File: config.mk
export PLATFORM = sky130hd
export DESIGN_NAME = mc_control_flat
export DESIGN_NICKNAME = d
export VERILOG_FILES = /design/src/rtl/mc_control_if.sv /design/src/rtl/mc_control.sv /design/src/flat_wrapper.sv
export SDC_FILE = /design/constraint.sdc
export NUM_CORES = 1
export LEC_CHECK = 0
export ABC_AREA = 1
export CAP_MARGIN = 30
export CORE_UTILIZATION = 28
export CTS_CLUSTER_DIAMETER = 30
export DETAILED_ROUTE_END_ITERATION = 8
export PLACE_DENSITY = 0.78
export SLEW_MARGIN = 10
export SYNTH_ARGS = -nofsm -noshare
export SYNTH_HDL_FRONTEND = slang
export SYNTH_SLANG_ARGS = --single-unit
File: constraint.sdc
create_clock -name clk -period 1.7 [get_ports clk]
set_input_delay 0.51 -clock clk [delete_from_list [all_inputs] [get_ports clk]]
set_output_delay 0.51 -clock clk [all_outputs]
set_load 0.02 [all_outputs]
File: src/rtl/mc_control_if.sv
// Control-side bundle between the multi-cycle FSM and the rv32i datapath.
interface mc_control_if;
   logic [31:0] instr;
   logic        zero;
   logic        mem_ready;
   logic [3:0]  ALU_Operation;
   logic [1:0]  alu_src_a;
   logic [1:0]  alu_src_b;
   logic        iord;
   logic        mem_read;
   logic        mem_write;
   logic        ir_write;
   logic        pc_write;
   logic        pc_src;
   logic        reg_write;
   logic        result_src;
   logic        illegal;
   logic [3:0]  state;

   modport master (
      input  instr, zero, mem_ready,
      output ALU_Operation, alu_src_a, alu_src_b,
      output iord, mem_read, mem_write, ir_write,
      output pc_write, pc_src, reg_write, result_src,
      output illegal, state
   );

   modport slave (
      output instr, zero, mem_ready,
      input  ALU_Operation, alu_src_a, alu_src_b,
      input  iord, mem_read, mem_write, ir_write,
      input  pc_write, pc_src, reg_write, result_src,
      input  illegal, state
   );
endinterface

File: src/rtl/mc_control.sv
// Multi-cycle rv32i control FSM: sequences fetch/decode/execute/memory/
// write-back and issues the ALU operation and datapath strobes.
module mc_control (
   input  logic         clk,
   input  logic         rst,
   mc_control_if.master bus
);

   typedef enum logic [3:0] {
      FETCH  = 4'd0,
      DECODE = 4'd1,
      EXEC_R = 4'd2,
      EXEC_I = 4'd3,
      ADDR   = 4'd4,
      MEM_RD = 4'd5,
      MEM_WR = 4'd6,
      WB_ALU = 4'd7,
      WB_MEM = 4'd8,
      BRANCH = 4'd9,
      TRAP   = 4'd10
   } state_t;

   localparam logic [3:0] OP_AND = 4'b0000;
   localparam logic [3:0] OP_OR  = 4'b0001;
   localparam logic [3:0] OP_ADD = 4'b0010;
   localparam logic [3:0] OP_SUB = 4'b0110;

   localparam logic [1:0] A_PC    = 2'd0;
   localparam logic [1:0] A_RS1   = 2'd1;
   localparam logic [1:0] A_OLDPC = 2'd2;
   localparam logic [1:0] B_RS2   = 2'd0;
   localparam logic [1:0] B_FOUR  = 2'd1;
   localparam logic [1:0] B_IMM   = 2'd2;

   localparam logic [6:0] OPC_R  = 7'b0110011;
   localparam logic [6:0] OPC_I  = 7'b0010011;
   localparam logic [6:0] OPC_LD = 7'b0000011;
   localparam logic [6:0] OPC_ST = 7'b0100011;
   localparam logic [6:0] OPC_BR = 7'b1100011;

   state_t state_q, state_d;

   logic [6:0] opcode;
   logic [2:0] funct3;
   logic [6:0] funct7;
   logic       unused_instr;

   assign opcode = bus.instr[6:0];
   assign funct3 = bus.instr[14:12];
   assign funct7 = bus.instr[31:25];
   assign unused_instr = ^{bus.instr[24:15], bus.instr[11:7]};

   logic is_r, is_i, is_ld, is_st, is_br;
   logic r_add, r_sub, r_and, r_or;
   logic i_ok, br_ok;

   always_comb begin
      is_r  = (opcode == OPC_R);
      is_i  = (opcode == OPC_I);
      is_ld = (opcode == OPC_LD);
      is_st = (opcode == OPC_ST);
      is_br = (opcode == OPC_BR);
      r_add = (funct3 == 3'b000) && (funct7 == 7'b0000000);
      r_sub = (funct3 == 3'b000) && (funct7 == 7'b0100000);
      r_and = (funct3 == 3'b111) && (funct7 == 7'b0000000);
      r_or  = (funct3 == 3'b110) && (funct7 == 7'b0000000);
      i_ok  = (funct3 == 3'b000) || (funct3 == 3'b111) ||
              (funct3 == 3'b110);
      br_ok = (funct3 == 3'b000);
   end

   always_comb begin
      state_d = state_q;
      case (state_q)
         FETCH: begin
            if (bus.mem_ready) state_d = DECODE;
         end
         DECODE: begin
            // Unsupported funct encodings trap here, before any execute state
            unique case (1'b1)
               is_r && (r_add || r_sub || r_and || r_or):
                  state_d = EXEC_R;
               is_i && i_ok:
                  state_d = EXEC_I;
               is_ld || is_st:
                  state_d = ADDR;
               is_br && br_ok:
                  state_d = BRANCH;
               default:
                  state_d = TRAP;
            endcase
         end
         EXEC_R: state_d = WB_ALU;
         EXEC_I: state_d = WB_ALU;
         ADDR: begin
            state_d = is_ld ? MEM_RD : MEM_WR;
         end
         MEM_RD: begin
            if (bus.mem_ready) state_d = WB_MEM;
         end
         MEM_WR: begin
            if (bus.mem_ready) state_d = FETCH;
         end
         WB_ALU: state_d = FETCH;
         WB_MEM: state_d = FETCH;
         BRANCH: state_d = FETCH;
         TRAP:   state_d = TRAP;
         default: state_d = FETCH;
      endcase
   end

   always_ff @(posedge clk or posedge rst) begin
      if (rst) state_q <= FETCH;
      else     state_q <= state_d;
   end

   logic [3:0] alu_op;
   logic [1:0] src_a, src_b;
   logic       iord, mem_rd, mem_wr, ir_wr, pc_wr;
   logic       pc_src, reg_wr, res_src, illegal;

   always_comb begin
      alu_op  = OP_ADD;
      src_a   = A_PC;
      src_b   = B_RS2;
      iord    = 1'b0;
      mem_rd  = 1'b0;
      mem_wr  = 1'b0;
      ir_wr   = 1'b0;
      pc_wr   = 1'b0;
      pc_src  = 1'b0;
      reg_wr  = 1'b0;
      res_src = 1'b0;
      illegal = 1'b0;
      case (state_q)
         FETCH: begin
            mem_rd = 1'b1;
            src_b  = B_FOUR;
            ir_wr  = bus.mem_ready;
            pc_wr  = bus.mem_ready;
         end
         DECODE: begin
            src_a = A_OLDPC;
            src_b = B_IMM;
         end
         EXEC_R: begin
            src_a = A_RS1;
            src_b = B_RS2;
            if (r_sub)      alu_op = OP_SUB;
            else if (r_and) alu_op = OP_AND;
            else if (r_or)  alu_op = OP_OR;
         end
         EXEC_I: begin
            src_a = A_RS1;
            src_b = B_IMM;
            if (funct3 == 3'b111)      alu_op = OP_AND;
            else if (funct3 == 3'b110) alu_op = OP_OR;
         end
         ADDR: begin
            src_a = A_RS1;
            src_b = B_IMM;
         end
         MEM_RD: begin
            mem_rd = 1'b1;
            iord   = 1'b1;
         end
         MEM_WR: begin
            mem_wr = 1'b1;
            iord   = 1'b1;
         end
         WB_ALU: reg_wr = 1'b1;
         WB_MEM: begin
            reg_wr  = 1'b1;
            res_src = 1'b1;
         end
         BRANCH: begin
            // beq: SUB sets zero, which directly qualifies the PC update
            src_a  = A_RS1;
            src_b  = B_RS2;
            alu_op = OP_SUB;
            pc_src = 1'b1;
            pc_wr  = bus.zero;
         end
         TRAP: illegal = 1'b1;
         default: ;
      endcase
   end

   assign bus.ALU_Operation = alu_op;
   assign bus.alu_src_a     = src_a;
   assign bus.alu_src_b     = src_b;
   assign bus.iord          = iord;
   assign bus.pc_src        = pc_src;
   assign bus.result_src    = res_src;
   assign bus.illegal       = illegal;
   assign bus.state         = state_q;

   // Strobes are gated while reset is held so aborted accesses drop at once
   assign bus.mem_read  = mem_rd & ~rst;
   assign bus.mem_write = mem_wr & ~rst;
   assign bus.ir_write  = ir_wr  & ~rst;
   assign bus.pc_write  = pc_wr  & ~rst;
   assign bus.reg_write = reg_wr & ~rst;

endmodule

File: src/flat_wrapper.sv
// flat-port wrapper written by rule: the top's interface ports become plain ports
module mc_control_flat 
  (clk, rst, bus_instr, bus_zero, bus_mem_ready, bus_ALU_Operation, bus_alu_src_a, bus_alu_src_b, bus_iord, bus_mem_read, bus_mem_write, bus_ir_write, bus_pc_write, bus_pc_src, bus_reg_write, bus_result_src, bus_illegal, bus_state);
  mc_control_if bus_i ();
  input  logic clk;
  input  logic rst;
  input wire logic [$bits(bus_i.instr)-1:0] bus_instr;
  input wire logic [$bits(bus_i.zero)-1:0] bus_zero;
  input wire logic [$bits(bus_i.mem_ready)-1:0] bus_mem_ready;
  output wire logic [$bits(bus_i.ALU_Operation)-1:0] bus_ALU_Operation;
  output wire logic [$bits(bus_i.alu_src_a)-1:0] bus_alu_src_a;
  output wire logic [$bits(bus_i.alu_src_b)-1:0] bus_alu_src_b;
  output wire logic [$bits(bus_i.iord)-1:0] bus_iord;
  output wire logic [$bits(bus_i.mem_read)-1:0] bus_mem_read;
  output wire logic [$bits(bus_i.mem_write)-1:0] bus_mem_write;
  output wire logic [$bits(bus_i.ir_write)-1:0] bus_ir_write;
  output wire logic [$bits(bus_i.pc_write)-1:0] bus_pc_write;
  output wire logic [$bits(bus_i.pc_src)-1:0] bus_pc_src;
  output wire logic [$bits(bus_i.reg_write)-1:0] bus_reg_write;
  output wire logic [$bits(bus_i.result_src)-1:0] bus_result_src;
  output wire logic [$bits(bus_i.illegal)-1:0] bus_illegal;
  output wire logic [$bits(bus_i.state)-1:0] bus_state;
  assign bus_i.instr = bus_instr;
  assign bus_i.zero = bus_zero;
  assign bus_i.mem_ready = bus_mem_ready;
  assign bus_ALU_Operation = bus_i.ALU_Operation;
  assign bus_alu_src_a = bus_i.alu_src_a;
  assign bus_alu_src_b = bus_i.alu_src_b;
  assign bus_iord = bus_i.iord;
  assign bus_mem_read = bus_i.mem_read;
  assign bus_mem_write = bus_i.mem_write;
  assign bus_ir_write = bus_i.ir_write;
  assign bus_pc_write = bus_i.pc_write;
  assign bus_pc_src = bus_i.pc_src;
  assign bus_reg_write = bus_i.reg_write;
  assign bus_result_src = bus_i.result_src;
  assign bus_illegal = bus_i.illegal;
  assign bus_state = bus_i.state;
  mc_control u_core (.clk(clk), .rst(rst), .bus(bus_i));
endmodule
==> flow_metrics.tcl, run 1 <==
set metrics [dict create \
    status "complete, but fails checks" \
    violations "setup timing" \
    hold_path.class "input port to asynchronous set/reset pin" \
    nets 228 \
    ys_warn_count 0 \
    core_area_um2 1800 \
    pre_cts_slack_ps -1020 \
    rows 15 \
    worstSkewPairLatency_ps 240 \
    cts.clk_slew.worst_paths_ps 40 \
    p_int_mw 1.10 \
    die_area_um2 2170 \
    diodes 0 \
    numCtsBuffers 3 \
    synth_enable_flop_cells 0 \
    drv_cap 0 \
    synth-xor-area-share 0 \
    crit_top_cell "nor2_4" \
    synth_top_family_by_area "simple AND/OR/NAND/NOR gates" \
    htreeDepth 1 \
    portBuffers 40 \
    combPwrFrac 0.844 \
    peakVddDrop_mv 1.06 \
    max_clock_freq_mhz 489 \
    end_kind "output pin" \
    antenna_found_initial 0 \
    final_core_util 0.835 \
    syn-cell-area_um2 557 \
    wl_met3_um 190 \
    clk_path_buf_depth 2 \
    met2WireLength_mm 1.88 \
    r2r_start "u_core.bus.state[3]" \
    cts_tree "built" \
    slew_viol_final 0 \
    required_ps 1190 \
    p_leak_nw 0.795 \
    crit_start "u_core.bus.state[3]" \
    pwr-share-seq 0.099 \
    synth.top_cell.area_share 0.180 \
    synth_adder_area_share 0 \
    drcViolationCount 0 \
    timing.hold.ws_ps 423 \
    ios 57 \
    setup_tns_ps -3010 \
    p_per_area_nw_per_um2 1460 \
    place.gp.congestion 0.962 \
    grt_usage 0.252 \
    wl_per_cell_um 15.8 \
    yosysMostFrequentCell "inv_1" \
    first_global_vias 969 \
    largest_reg_flops 4 \
    syn_nets 141 \
    netSwitchingFraction 0.500 \
    worstPathArrival_ps 1530 \
    drt_wl_total_mm 3.40 \
    p_switching_mw 1.10 \
    root_buffer "clkbuf_4" \
    post-route-period-util 1.20 \
    synth-main-ff-cell "dfrtp_1" \
    multi_input_area_um2 523 \
    synth_cells 105 \
    initial_core_util 0.309 \
    highest_layer "met4" \
    setup_viol 17 \
    hpwl_mm 1.76 \
    cts.sinks 4 \
    vias_per_cell 5.00 \
    finalClockSkew_ps 0.421 \
    cts_hold_buf 0 \
    synthSimpleGateAreaFrac 0.476 \
    placed_area_um2 1270 \
    synth.area.mux_share 0 \
    synth_area_per_cell_um2 5.30 \
    crit_path_top_delay_cell "dfrtp_2" \
    grt_pass1_wl_mm 3.87 \
    yosysTopAreaCell "dfrtp_1" \
    timing.final.ws_setup_ps -343 \
    rsz0062_at_grt "yes" \
    synth_commonest_cells "23 x inv_1, 22 x nand2_1, 17 x nor2_1" \
    wl_met1_mm 1.17 \
    die_w_um 46.6 \
    synth_seq_cells 4 \
    hold_viol_final 0 \
    fillers 102 \
    seq_area_frac_synth 0.180 \
    synthToLayoutAreaGrowth_pct 170 \
    drt_iter0_drc 30 \
    regArea_um2 105 \
    grt_overflow 0 \
    grt_max_degree 7 \
    min_period_ps 2040 \
    fp.dieH_um 46.6 \
    first_pass_iters 4 \
    max_stage_delay_ps 420 \
    synthArstFlopShare 1.00 \
    dr_total_vias 1075 \
    postRouteAntennaNets 0 \
    final_area_um2 1500 \
    synth.distinct_cells 20 \
    cp-start-kind "register" \
    drive_gt1_frac 0.689 \
    worst-setup-path-type "register to output pin" \
    clockPowerShare 0.057 \
    synth_compound_area_frac 0.155 \
    synthTopCellsByArea "dfrtp_1 18%, inv_1 16%, nand2_1 15%, nor2_1 11%, nand3_1 9.0%" \
    path_cells "nor2_4, inv_2, nor2_4, nand3_1, o21ai_1, buf_4" \
    cp_max_fo 4 \
]
[routing by layer]
layer  vias to the layer above  global-route usage
met4                         0              0.0647
li1                        499                   -
met3                        19              0.0588
met1                       496               0.271
met2                        61               0.478
met5                         -                   0
[layout by cell type, fill, tap and decap left out, drive strengths merged, types with 2 or more instances in the layout]
master          n
buf            68
nand2          25
inv            25
nor2           19
nand3          10
clkdlybuf4s50   8
dlygate4sd2     6
nor3            5
a21oi           5
dfrtp           4
clkbuf          4
o21ai           4
o211ai          2
[logic make-up (layout without fill, tap and decap cells)]
logic type      after synthesis  after routing
simple gates                 61             61
buf+inv                      26            111
compound gates               13             13
flops                         4              4
other cells                   1              1
[power groups by stage]
stage / Sequential [mW] / Combinational [mW] / Clock [mW]
2_1_floorplan: 0.257 / 0.618 / 0
3_3_place_gp: 0.196 / 1.40 / 0
3_5_place_dp: 0.198 / 1.42 / 0
4_1_cts: 0.208 / 1.58 / 0.120
5_1_grt: 0.218 / 1.92 / 0.132
6_report: 0.217 / 1.86 / 0.125
[critical path: cells and delay by family (launching register included)]
family | cells | cell delay, ps
compound gates | 1 | 200
buf+inv | 2 | 250
simple gates | 3 | 430
flops | 1 | 420
[final timing paths]
path | cells past startpoint | to | slack (ps)
worst max-delay path | 6 | bus_ALU_Operation[2] | -340
worst min-delay path | 3 | u_core.bus.state[1] | 420
max in group asynchronous | 3 | u_core.bus.state[2] | 1120
min in group clk | 3 | u_core.bus.state[0] | 660
worst min register to register | 3 | u_core.bus.state[0] | 660
worst max register to register | 8 | u_core.bus.state[1] | 120
[area by class of cell]
type | count | area share
inverter | 25 | 0.0740
sequential | 4 | 0.0699
clock buffer | 3 | 0.0150
timing repair buffer | 83 | 0.473
multi-input combinational | 75 | 0.348
tap | 25 | 0.0208
[metrics by stage]
stage,instances,total power [mW]
after global routing,215,2.27
after detailed placement,198,1.62
after CTS,213,1.91
final,215,2.20
after global placement,198,1.60
after floorplan,105,0.875
[repair_timing]
item | 4_1_cts | 5_1_grt
gates resized for setup | 143 | 40
endpoints found under the setup margin | 20 | 20
setup buffers | 12 | 3
endpoints found under the hold margin | 0 | 0
pin swaps | 17 | 21
Note: power is estimated with default switching activity, not from simulation.
==> inputs of run 2 (changes only) <==
--- a/config.mk
+++ b/config.mk
@@ -7,10 +7,10 @@
 export LEC_CHECK = 0
 export ABC_AREA = 1
 export CAP_MARGIN = 30
-export CORE_UTILIZATION = 28
+export CORE_UTILIZATION = 26
 export CTS_CLUSTER_DIAMETER = 30
 export DETAILED_ROUTE_END_ITERATION = 8
-export PLACE_DENSITY = 0.78
+export PLACE_DENSITY = 0.76
 export SLEW_MARGIN = 10
 export SYNTH_ARGS = -nofsm -noshare
 export SYNTH_HDL_FRONTEND = slang
==> constraint.sdc (replaced) <==
create_clock -name clk -period 1.8 [get_ports clk]
set_input_delay 0.54 -clock clk [delete_from_list [all_inputs] [get_ports clk]]
set_output_delay 0.54 -clock clk [all_outputs]
set_load 0.02 [all_outputs]
==> flow_metrics.tcl, run 2 (synthesis gave the netlist of run 1 again) <==
set metrics [dict create \
    drv_cap 0 \
    first_global_vias 982 \
    required_ps 1260 \
    worstSkewPairLatency_ps 230 \
    hold_viol_final 0 \
    multi_input_area_um2 546 \
    cts_tree "built" \
    worst-setup-path-type "register to output pin" \
    numCtsBuffers 3 \
    cts.clk_slew.worst_paths_ps 30 \
    portBuffers 40 \
    worstReg2RegEnd "u_core.bus.state[0]" \
    grt_pass1_wl_mm 4.02 \
    r2r_start "u_core.bus.state[1]" \
    min_period_ps 1940 \
    layout.cells.most_common "buf_4" \
    first_pass_iters 4 \
    core_area_um2 1980 \
    drcViolationCount 0 \
    die_area_um2 2330 \
    cp_max_fo 4 \
    worstPathArrival_ps 1400 \
    peakVddDrop_mv 1.06 \
    end_kind "output pin" \
    setup_viol 14 \
    p_leak_nw 0.831 \
    drive_gt1_frac 0.705 \
    status "complete, but fails checks" \
    ios 57 \
    rows 16 \
    finalPower_mw 1.97 \
    slew_viol_final 0 \
    violations "setup timing" \
    drt_iter0_drc 26 \
    vias_per_cell 4.79 \
    fillers 131 \
    drt_wl_total_mm 2.94 \
    rsz0062_at_grt "yes" \
    grt_overflow 0 \
    post-route-period-util 1.08 \
    place.gp.congestion 0.922 \
    nets 228 \
    diodes 0 \
    r2r_slack_ps 210 \
    fp.dieH_um 48.3 \
    htreeDepth 1 \
    clk_path_buf_depth 2 \
    max_clock_freq_mhz 516 \
    hold_path.class "input port to asynchronous set/reset pin" \
    regArea_um2 104 \
    p_per_area_nw_per_um2 1280 \
    antenna_found_initial 0 \
    cts.sinks 4 \
    cp-start-kind "register" \
    synthToLayoutAreaGrowth_pct 176 \
    grt_usage 0.244 \
    initial_core_util 0.281 \
    finalClockSkew_ps 1.24 \
    timing.final.ws_setup_ps -136 \
    reg2reg_depth 10 \
    die_w_um 48.3 \
    root_buffer "clkbuf_4" \
    postRouteAntennaNets 0 \
    pre_cts_slack_ps -1000 \
    final_cell_mix "37 x buf_4, 25 x buf_6, 13 x inv_2, 10 x nand2_2, 10 x inv_1" \
    grt_max_degree 7 \
    largest_reg_flops 4 \
    dr_total_vias 1039 \
    hpwl_mm 1.83 \
    wl_per_cell_um 13.5 \
]
## run 2: routing by layer
| layer | vias to the layer above | track usage | wire, um |
|---|---|---|---|
| li1 | 499 | - | - |
| met4 | 0 | 0.100 | 99 |
| met5 | - | 0 | 0 |
| met1 | 480 | 0.283 | 1070 |
| met3 | 15 | 0.00741 | 123 |
| met2 | 45 | 0.464 | 1640 |
## run 2: layout make-up
| cell class | count | area share |
|---|---|---|
| timing repair buffer | 83 | 0.473 |
| inverter | 25 | 0.0676 |
| tap | 27 | 0.0220 |
| sequential | 4 | 0.0676 |
| multi-input combinational | 75 | 0.355 |
| clock buffer | 3 | 0.0147 |
## run 2: critical path, stage by stage, from the launching register on
cell and delay (ps):
dfrtp_2 430, inv_2 90, nand2_2 70, inv_2 100, nand2_2 70, buf_4 140
a21oi_2 110, buf_4 150
## run 2: metrics by stage
| step | area (um^2) | hold slack, ps | instances | TNS (ps) | util |
|---|---|---|---|---|---|
| after global placement | 1270 | 690 | 201 | -7920 | 0.640 |
| after detailed placement | 1270 | 704 | 201 | -8360 | 0.640 |
| after CTS | 1400 | 460 | 215 | -825 | 0.708 |
| after global routing | 1540 | 503 | 217 | -1950 | 0.775 |
| after floorplan | 617 | 306 | 105 | -171 | - |
| final | 1540 | 478 | 217 | -1080 | 0.775 |
## run 2: power by group
part	leakage, nW	switching, mW	internal [mW]	total [mW]
combinational	0.771	0.873	0.793	1.67
sequential	0.0463	0.0541	0.139	0.193
clock	0.0138	0.0322	0.0743	0.106
## run 2: repair_timing
action | CTS | global route
resized for setup | 154 | 40
hold buffers | 0 | 0
setup buffers | 11 | 4
pin swaps | 21 | 22
endpoints found under the setup margin | 20 | 19
## run 2: worst max-delay path by stage
stage | depth (start not counted) | from | to | slack (ps)
after floorplan | 6 | bus_instr[28] | bus_ALU_Operation[0] | -130
after global placement | 7 | bus_instr[28] | bus_ALU_Operation[1] | -980
after detailed placement | 7 | bus_instr[28] | bus_ALU_Operation[1] | -1000
after CTS | 6 | u_core.bus.state[2] | bus_ALU_Operation[2] | -130
after global routing | 8 | bus_instr[29] | bus_ALU_Operation[0] | -200
final | 7 | u_core.bus.state[1] | bus_mem_read | -140
==> inputs of run 3 (changes only) <==
--- a/config.mk
+++ b/config.mk
@@ -7,11 +7,12 @@
 export LEC_CHECK = 0
 export ABC_AREA = 1
 export CAP_MARGIN = 30
-export CORE_UTILIZATION = 26
+export CORE_UTILIZATION = 28
 export CTS_CLUSTER_DIAMETER = 30
 export DETAILED_ROUTE_END_ITERATION = 8
-export PLACE_DENSITY = 0.76
-export SLEW_MARGIN = 10
+export PLACE_DENSITY = 0.78
+export RECOVER_POWER = 100
+export SLEW_MARGIN = 20
 export SYNTH_ARGS = -nofsm -noshare
 export SYNTH_HDL_FRONTEND = slang
 export SYNTH_SLANG_ARGS = --single-unit
==> constraint.sdc (replaced) <==
create_clock -name clk -period 2.04 [get_ports clk]
set_input_delay 0.612 -clock clk [delete_from_list [all_inputs] [get_ports clk]]
set_output_delay 0.612 -clock clk [all_outputs]
set_load 0.02 [all_outputs]
==> flow_metrics.tcl, run 3 (synthesis gave the netlist of run 1 again) <==
set metrics [dict create \
    status "complete, but fails checks" \
    violations "setup timing" \
    cts_tree "built" \
    drt_wl_total_mm 3.19 \
    crit_start "bus_instr[27]" \
    worstReg2RegEnd "u_core.bus.state[3]" \
    root_buffer "clkbuf_4" \
    timing.hold.ws_ps 530 \
    r2r_start "u_core.bus.state[1]" \
    antenna_found_initial 0 \
    cp-start-kind "input port" \
    rsz0062_at_grt "yes" \
    vias_per_cell 5.04 \
    grt_usage 0.281 \
    reg2reg_depth 8 \
    final_area_um2 1430 \
    wl_met1_mm 1.24 \
    htreeDepth 1 \
    drv_cap 0 \
    grt_pass1_wl_mm 4.38 \
    p_leak_nw 0.815 \
    worstPathArrival_ps 1510 \
    core_area_um2 1800 \
    worst-setup-path-type "input port to output pin" \
    numCtsBuffers 3 \
    hold_path.class "input port to asynchronous set/reset pin" \
    min_period_ps 2120 \
    final_cell_mix "51 x buf_4, 14 x inv_2, 12 x nand2_2, 11 x inv_1, 11 x clkbuf_2" \
    cts_hold_buf 0 \
    first_global_vias 1070 \
    p_per_area_nw_per_um2 1100 \
    worstSkewPairLatency_ps 240 \
    highest_layer "met4" \
    portBuffers 40 \
    postRouteAntennaNets 0 \
    dp_cells 195 \
    clk_path_buf_depth 2 \
    r2r_slack_ps 550 \
    wl_per_cell_um 14.3 \
    die_w_um 46.6 \
    fillers 134 \
    synthToLayoutAreaGrowth_pct 157 \
    placed_area_um2 1180 \
    cts.clk_slew.worst_paths_ps 40 \
    grt_max_degree 7 \
    layout.cells.most_common "buf_4" \
    rows 15 \
    hpwl_mm 1.75 \
    worst_pin_slew_ps 492 \
    nets 237 \
    required_ps 1430 \
    max_slew_margin 0.670 \
    cp_max_fo 2 \
    post-route-period-util 1.04 \
    dr_total_vias 1129 \
    setup_viol 5 \
    peakVddDrop_mv 0.710 \
    end_kind "output pin" \
    stdcell_count 224 \
    drcViolationCount 0 \
    fp.dieH_um 46.6 \
    max_clock_freq_mhz 471 \
    cts.sinks 4 \
    met2WireLength_mm 1.68 \
    timing.final.ws_setup_ps -84.6 \
    drive_gt1_frac 0.653 \
    drt_iter0_drc 30 \
    first_pass_iters 4 \
    pre_cts_slack_ps -834 \
    die_area_um2 2170 \
    diodes 0 \
    ios 57 \
    place.gp.congestion 0.869 \
    initial_core_util 0.309 \
    largest_reg_flops 4 \
    hold_viol_final 0 \
    wl_met3_um 151 \
    slew_viol_final 0 \
    finalClockSkew_ps 12.3 \
    grt_overflow 0 \
]
run 3: cell count changes in the layout (fill, tap and decap cells not counted), sizes merged:
cell / delta
dlygate4sd2: -5
dlygate4sd3: +1
clkbuf: +12
clkdlybuf4s50: +2
buf: -1
run 3: worst max-delay path, cell delays in order:
cell      delay (ps)
buf_2            100
inv_1             70
nand2_2           70
nor2_4           130
and2_4           150
o211ai_1         110
nor2_2           140
buf_6            120
run 3: timing repair:
action                                  4_1_cts  5_1_grt
endpoints found under the setup margin       16       18
resized for setup                            92       68
pin swaps                                    15       17
setup buffers                                21        5
run 3: worst max-delay path by stage:
stage | to
floorplan | bus_ALU_Operation[0]
CTS | bus_ALU_Operation[0]
finish | bus_ALU_Operation[0]
global placement | bus_ALU_Operation[1]
detailed placement | bus_ALU_Operation[0]
global route | bus_ALU_Operation[0]
run 3: where the power goes:
group	leakage (nW)	switching (mW)	total, mW	internal (mW)
Combinational	0.751	0.720	1.32	0.596
Sequential	0.0501	0.0397	0.157	0.118
Clock	0.0138	0.0321	0.0978	0.0658
run 3: stage by stage:
stage | power (mW) | setup TNS (ps) | util
2_1_floorplan | 0.656 | -45.2 | -
3_3_place_gp | 1.26 | -5070 | 0.656
3_5_place_dp | 1.28 | -5330 | 0.656
4_1_cts | 1.37 | -14.1 | 0.728
5_1_grt | 1.65 | -583 | 0.794
6_report | 1.57 | -133 | 0.794
run 3: per-layer routing:
| layer | global-route usage | vias up |
|---|---|---|
| met5 | 0 | - |
| li1 | - | 514 |
| met1 | 0.284 | 540 |
| met3 | 0.0431 | 16 |
| met4 | 0.124 | 0 |
| met2 | 0.547 | 59 |
run 3: layout make-up:
class | instances | area [um^2] | share of cell area
Clock buffer | 3 | 22.5 | 0.0157
Inverter | 25 | 93.8 | 0.0656
Multi-Input combinational cell | 75 | 484 | 0.339
Sequential cell | 4 | 100 | 0.0700
Tap cell | 25 | 31.3 | 0.0219
Timing Repair Buffer | 92 | 698 | 0.488
